### src/rtl/mem_bus_decoder_if.sv
// CPU-side and shared-slave-side signals of the memory bus decoder.
// The decoder uses the slave modport; the CPU/slave models use master.
interface mem_bus_decoder_if;
   logic        cpu_mem_valid;
   logic [31:0] cpu_mem_addr;
   logic        cpu_mem_ready;
   logic [31:0] cpu_mem_rdata;
   logic        mem_enable;
   logic        io_enable;
   logic        bus_ready;
   logic [31:0] bus_rdata;
   logic        bus_error;
   logic [31:0] err_addr;
   logic        err_clear;

   modport slave (
      input  cpu_mem_valid, cpu_mem_addr, bus_ready, bus_rdata, err_clear,
      output cpu_mem_ready, cpu_mem_rdata, mem_enable, io_enable, bus_error, err_addr
   );

   modport master (
      output cpu_mem_valid, cpu_mem_addr, bus_ready, bus_rdata, err_clear,
      input  cpu_mem_ready, cpu_mem_rdata, mem_enable, io_enable, bus_error, err_addr
   );
endinterface

### src/rtl/mem_bus_decoder.sv
// Address decoder between the CPU memory port and the shared slave bus, with
// error termination of unmapped or hung accesses.
//
// state  | meaning
// IDLE   | no access in flight, waiting for cpu_mem_valid
// ACTIVE | slave selected, forwarding bus_ready/bus_rdata, timeout running
// ERR    | one-cycle error response (ERR_DATA) to the CPU
// DONE   | one dead cycle so the CPU can drop valid before re-decode
module mem_bus_decoder #(
   parameter logic [31:0] MEM_BASE = 32'h0000_0000,
   parameter logic [31:0] MEM_SIZE = 32'h0000_8000,
   parameter logic [31:0] IO_BASE  = 32'hFFFF_0000,
   parameter logic [31:0] IO_SIZE  = 32'h0000_1000,
   parameter int unsigned TIMEOUT  = 16,
   parameter logic [31:0] ERR_DATA = 32'hDEAD_BEEF
) (
   input logic               clk,
   input logic               reset,
   mem_bus_decoder_if.slave  bus
);

   typedef enum logic [1:0] {
      S_IDLE   = 2'd0,
      S_ACTIVE = 2'd1,
      S_ERR    = 2'd2,
      S_DONE   = 2'd3
   } state_t;

   localparam logic [7:0] CNT_TC = 8'(TIMEOUT - 1);

   state_t      state_q, state_d;
   logic [7:0]  cnt_q, cnt_d;
   logic        mem_en_q, mem_en_d;
   logic        io_en_q, io_en_d;
   logic        err_q, err_d;
   logic [31:0] err_addr_q, err_addr_d;
   logic        ready;
   logic [31:0] rdata;
   logic        hit_mem, hit_io;

   // Unsigned offset compare: addresses below BASE wrap to large values and miss.
   assign hit_mem = (bus.cpu_mem_addr - MEM_BASE) < MEM_SIZE;
   assign hit_io  = (bus.cpu_mem_addr - IO_BASE) < IO_SIZE;

   always_ff @(posedge clk) begin
      if (reset) begin
         state_q    <= S_IDLE;
         cnt_q      <= '0;
         mem_en_q   <= 1'b0;
         io_en_q    <= 1'b0;
         err_q      <= 1'b0;
         err_addr_q <= '0;
      end else begin
         state_q    <= state_d;
         cnt_q      <= cnt_d;
         mem_en_q   <= mem_en_d;
         io_en_q    <= io_en_d;
         err_q      <= err_d;
         err_addr_q <= err_addr_d;
      end
   end

   always_comb begin
      state_d    = state_q;
      cnt_d      = cnt_q;
      mem_en_d   = mem_en_q;
      io_en_d    = io_en_q;
      err_d      = err_q;
      err_addr_d = err_addr_q;
      ready      = 1'b0;
      rdata      = '0;

      // Clear first so an error entry on the same edge overrides it.
      if (bus.err_clear) err_d = 1'b0;

      unique case (state_q)
         S_IDLE: begin
            mem_en_d = 1'b0;
            io_en_d  = 1'b0;
            if (bus.cpu_mem_valid) begin
               if (hit_mem) begin
                  mem_en_d = 1'b1;
                  cnt_d    = '0;
                  state_d  = S_ACTIVE;
               end else if (hit_io) begin
                  io_en_d  = 1'b1;
                  cnt_d    = '0;
                  state_d  = S_ACTIVE;
               end else begin
                  err_d      = 1'b1;
                  err_addr_d = bus.cpu_mem_addr;
                  state_d    = S_ERR;
               end
            end
         end
         S_ACTIVE: begin
            ready = bus.bus_ready;
            rdata = bus.bus_rdata;
            if (bus.bus_ready) begin
               mem_en_d = 1'b0;
               io_en_d  = 1'b0;
               state_d  = S_DONE;
            end else if (!bus.cpu_mem_valid) begin
               mem_en_d = 1'b0;
               io_en_d  = 1'b0;
               state_d  = S_IDLE;
            end else if (cnt_q == CNT_TC) begin
               mem_en_d   = 1'b0;
               io_en_d    = 1'b0;
               err_d      = 1'b1;
               err_addr_d = bus.cpu_mem_addr;
               state_d    = S_ERR;
            end else begin
               cnt_d = cnt_q + 8'd1;
            end
         end
         S_ERR: begin
            ready   = 1'b1;
            rdata   = ERR_DATA;
            state_d = S_DONE;
         end
         S_DONE: begin
            mem_en_d = 1'b0;
            io_en_d  = 1'b0;
            state_d  = S_IDLE;
         end
         default: state_d = S_IDLE;
      endcase
   end

   assign bus.cpu_mem_ready = ready;
   assign bus.cpu_mem_rdata = rdata;
   assign bus.mem_enable    = mem_en_q;
   assign bus.io_enable     = io_en_q;
   assign bus.bus_error     = err_q;
   assign bus.err_addr      = err_addr_q;

endmodule

### src/flat_wrapper.sv
// flat-port wrapper written by rule: the top's interface ports become plain ports
module mem_bus_decoder_flat 
#(
   parameter logic [31:0] MEM_BASE = 32'h0000_0000,
   parameter logic [31:0] MEM_SIZE = 32'h0000_8000,
   parameter logic [31:0] IO_BASE  = 32'hFFFF_0000,
   parameter logic [31:0] IO_SIZE  = 32'h0000_1000,
   parameter int unsigned TIMEOUT  = 16,
   parameter logic [31:0] ERR_DATA = 32'hDEAD_BEEF
)
  (clk, reset, bus_cpu_mem_valid, bus_cpu_mem_addr, bus_bus_ready, bus_bus_rdata, bus_err_clear, bus_cpu_mem_ready, bus_cpu_mem_rdata, bus_mem_enable, bus_io_enable, bus_bus_error, bus_err_addr);
  mem_bus_decoder_if bus_i ();
  input logic clk;
  input logic reset;
  input wire logic [$bits(bus_i.cpu_mem_valid)-1:0] bus_cpu_mem_valid;
  input wire logic [$bits(bus_i.cpu_mem_addr)-1:0] bus_cpu_mem_addr;
  input wire logic [$bits(bus_i.bus_ready)-1:0] bus_bus_ready;
  input wire logic [$bits(bus_i.bus_rdata)-1:0] bus_bus_rdata;
  input wire logic [$bits(bus_i.err_clear)-1:0] bus_err_clear;
  output wire logic [$bits(bus_i.cpu_mem_ready)-1:0] bus_cpu_mem_ready;
  output wire logic [$bits(bus_i.cpu_mem_rdata)-1:0] bus_cpu_mem_rdata;
  output wire logic [$bits(bus_i.mem_enable)-1:0] bus_mem_enable;
  output wire logic [$bits(bus_i.io_enable)-1:0] bus_io_enable;
  output wire logic [$bits(bus_i.bus_error)-1:0] bus_bus_error;
  output wire logic [$bits(bus_i.err_addr)-1:0] bus_err_addr;
  assign bus_i.cpu_mem_valid = bus_cpu_mem_valid;
  assign bus_i.cpu_mem_addr = bus_cpu_mem_addr;
  assign bus_i.bus_ready = bus_bus_ready;
  assign bus_i.bus_rdata = bus_bus_rdata;
  assign bus_i.err_clear = bus_err_clear;
  assign bus_cpu_mem_ready = bus_i.cpu_mem_ready;
  assign bus_cpu_mem_rdata = bus_i.cpu_mem_rdata;
  assign bus_mem_enable = bus_i.mem_enable;
  assign bus_io_enable = bus_i.io_enable;
  assign bus_bus_error = bus_i.bus_error;
  assign bus_err_addr = bus_i.err_addr;
  mem_bus_decoder #(.MEM_BASE(MEM_BASE), .MEM_SIZE(MEM_SIZE), .IO_BASE(IO_BASE), .IO_SIZE(IO_SIZE), .TIMEOUT(TIMEOUT), .ERR_DATA(ERR_DATA)) u_core (.clk(clk), .reset(reset), .bus(bus_i));
endmodule
### config.mk
export PLATFORM = sky130hd
export DESIGN_NAME = mem_bus_decoder_flat
export DESIGN_NICKNAME = d
export VERILOG_FILES = /design/src/rtl/mem_bus_decoder_if.sv /design/src/rtl/mem_bus_decoder.sv /design/src/flat_wrapper.sv
export SDC_FILE = /design/constraint.sdc
export NUM_CORES = 1
export LEC_CHECK = 0
export ABC_AREA = 1
export BUFFER_PORTS_ARGS = -buffer_cell sky130_fd_sc_hd__buf_4
export CELL_PAD_IN_SITES_DETAIL_PLACEMENT = 0
export CELL_PAD_IN_SITES_GLOBAL_PLACEMENT = 2
export CORE_MARGIN = 1.5
export CORE_UTILIZATION = 20
export CTS_CLUSTER_SIZE = 28
export DETAILED_ROUTE_END_ITERATION = 10
export PLACE_DENSITY = 0.83
export SYNTH_ARGS = -nofsm -noshare
export SYNTH_HDL_FRONTEND = slang
export SYNTH_SLANG_ARGS = --single-unit
### constraint.sdc
create_clock -name clk -period 1.6 [get_ports clk]
set_input_delay 0.16 -clock clk [delete_from_list [all_inputs] [get_ports clk]]
set_output_delay 0.16 -clock clk [all_outputs]
set_load 0.02 [all_outputs]
==> out/qor.csv <==
stage,metric,value,unit
route,route.met2.wl,4340,um
power,power_frac_clock,13.2,%
route,ant_nets,0,
route,top_layer,met4,
clock_tree,cts_tree,done,
sta,slew_headroom,73.9,%
route,drt-vias-per-instance,4.30,
power,p_int,4570,uW
clock_tree,cts_buffers,5,
floorplanning,die_h,120,um
clock_tree,cts_max_path_buffers,2,
floorplanning,core_area,13200,um2
power,combPwrFrac,65.7,%
power,p_per_area,1580,nW/um2
clock_tree,clk_latency,0.29,ns
global_route,antenna_found_initial,0,
sta,slew_viol_final,0,
power,power,7960,uW
finish,multi_input_area,1920,um2
yosys,syn_inst,443,
global_route,grt.total_usage,12.8,%
critical_path,critical_path_arrival,1.50,ns
critical_path,crit_path_start_kind,flip-flop,
yosys,ys_top_cells_by_area,"dfxtp_1 33%, nand2_1 14%, nand3_1 13%, nor2_1 9.9%, a21oi_1 7.9%",
route,wl_met3,704,um
route,drt_iter0_drc,84,
route,first_pass_iters,4,
yosys,avgSynthCellArea,6.15,um2
global_route,grt_max_degree,39,
sta,worst_slew_pin_slew,0.390,ns
sta,finalSetupViolations,49,
route,drc,0,
power,p_switching,3400,uW
sta,finClkSkew,0.00626,ns
sta,rsz0062_at_grt,true,
finish,final_nets,675,
critical_path,required,1.44,ns
hold_path,holdPathStages,2,
placement,place.port_buffers,136,
global_route,grt_pass1_wl,15100,um
run_status,failed_checks,setup timing,
placement,post-dp-hpwl,6650,um
route,drt-total-wl,9490,um
sta,fin_crit,1.66,ns
sta,tns,-1.19,ns
yosys,syn_nets,518,
floorplanning,floorplan.initialDensity,20.6,%
finish,antenna_cells,0,
floorplanning,die_w,120,um
floorplanning,design.die.area,14300,um2
yosys,synth_top_area_cell,dfxtp_1,
finish,fillers,1386,
hold_path,hp-class,input pin to flip-flop,
clock_tree,cts-hold-fix-buffers,0,
critical_path,critPathCaptureType,output pin,
sta,fmax,602,MHz
yosys,seq_area_frac_synth,33.1,%
global_route,grt-ovfl-total,0,
finish,seqCellArea,908,um2
power,seq_power_share,21.1,%
critical_path,critPathMaxFanout,24,
yosys,syn_area,2720,um2
finish,drive_gt1_share,47.5,%
sta,setup_ws,-0.0610,ns
route,avgRoutedWirePerCell,12.2,um
placement,gp_congestion,0.718,
critical_path,worstSetupPathType,flip-flop to output pin,
floorplanning,rows,42,
sta,fin_crit_sh,104,%
critical_path,reg2regPathDepth,10,
global_route,grt_pass1_vias,3152,
power,peakVddDrop,590,uV
clock_tree,cts.sinks,45,
placement,dp_slack,-0.0597,ns
clock_tree,clk_root_buffer_cell,clkbuf_16,
route,vias,3340,
yosys,synth_top_area_share,33.1,%
yosys,yosysWarnings,0,
run,cap_violations,0,
run_status,status,"finished, violations left",
finish,final_cell_mix,"127 x buf_4, 83 x nand2_1, 62 x nor2_1",
finish,fin_util,38.1,%
yosys,ys_ff_latch,45,
floorplanning,ios,137,
route,wl_met1,4270,um
finish,area_growth,85.5,%
clock_tree,clk_pin_slew,0.06,ns
yosys,ys_types,26,
clock_tree,htreeDepth,2,
finish,final_common_cell,buf_4,
power,cellLeakagePower,0.00247,uW
power,switching_share,42.6,%
sta,hold_viol,0,
-- state kept, by name (all words and copies together), names as in the netlist --
register and count:
u_core.bus.err_addr 32, u_core.cnt_q 8, u_core.bus.mem_enable 1, u_core.bus.io_enable 1, u_core.state_q 2, u_core.bus.bus_error 1
-- critical path, stage by stage (launching register included) --
cell and delay, ns:
dfxtp_4 0.38, inv_4 0.04, ha_4 0.31, buf_12 0.16, nand3_1 0.08, nand2_1 0.11
buf_6 0.13
-- routing by layer --
| metal | track usage, % | vias up |
|---|---|---|
| li1 | - | 1704 |
| met1 | 16.5 | 1505 |
| met2 | 21.0 | 119 |
| met3 | 3.33 | 12 |
| met4 | 3.87 | 0 |
| met5 | 0 | - |
-- worst paths after layout --
path                         from                      end  slack, ns
min                         reset          u_core.cnt_q[5]       0.18
max             u_core.state_q[0]    bus_cpu_mem_rdata[26]      -0.06
min reg2reg  u_core.bus.io_enable     u_core.bus.io_enable       0.48
max reg2reg     u_core.state_q[1]  u_core.bus.err_addr[23]      -0.03
-- power groups by stage --
stage	clock, uW	combinational [uW]	sequential [uW]
finish	1050	5230	1680
floorplan	0	2140	1980
CTS	1090	4920	1660
global route	1130	5620	1720
detailed placement	0	4090	1650
global placement	0	4070	1650
-- metrics by stage --
stage / instances / hold slack, ns / cell area, um2
final: 776 / 0.180 / 5050
after global routing: 776 / 0.175 / 5050
after CTS: 773 / 0.154 / 4740
after detailed placement: 758 / 0.463 / 4250
after global placement: 758 / 0.450 / 4250
after floorplan: 443 / 0.222 / 2870
-- Yosys cell counts --
| library cell | number |
|---|---|
| nand4_2 | 1 |
| clkbuf_1 | 9 |
| buf_1 | 4 |
| nand3_1 | 73 |
| nor3_1 | 5 |
| clkinv_1 | 1 |
| nor2_2 | 1 |
| inv_1 | 55 |
| nand2_1 | 100 |
| dfxtp_1 | 45 |
| o211ai_1 | 1 |
| nor2_4 | 1 |
| xor2_1 | 3 |
| a21oi_4 | 1 |
| nor3b_1 | 1 |
| o21ai_0 | 2 |
| buf_6 | 6 |
| nand2_2 | 1 |
| inv_2 | 1 |
| nand4_1 | 1 |
| nor2_1 | 72 |
| o21a_1 | 1 |
| o21bai_1 | 1 |
| buf_2 | 8 |
| a21oi_1 | 43 |
| ha_1 | 6 |
-- repair_timing --
action	CTS	global route
gates cloned	3	1
gates resized for setup	71	68
setup buffers	7	3
pin swaps	5	29
endpoints found under the setup margin	74	78
-- final cells by class --
class / count / share of cell area (%)
clock buffers: 7 / 2.82
inverters: 57 / 4.38
multi-input cells: 314 / 38.1
flip-flops and latches: 45 / 18.0
well taps: 176 / 4.36
repair buffers: 177 / 32.4
-- logic make-up after synthesis --
logic type / synth area share [%]
AND/OR/NAND/NOR: 39.9
buffers and inverters: 13.6
AO/OA/AOI/OAI: 9.70
flip-flops: 33.1
adder cells (fa/ha/maj): 2.76
XOR/XNOR: 0.965
Note: power is estimated with default switching activity, not from simulation.
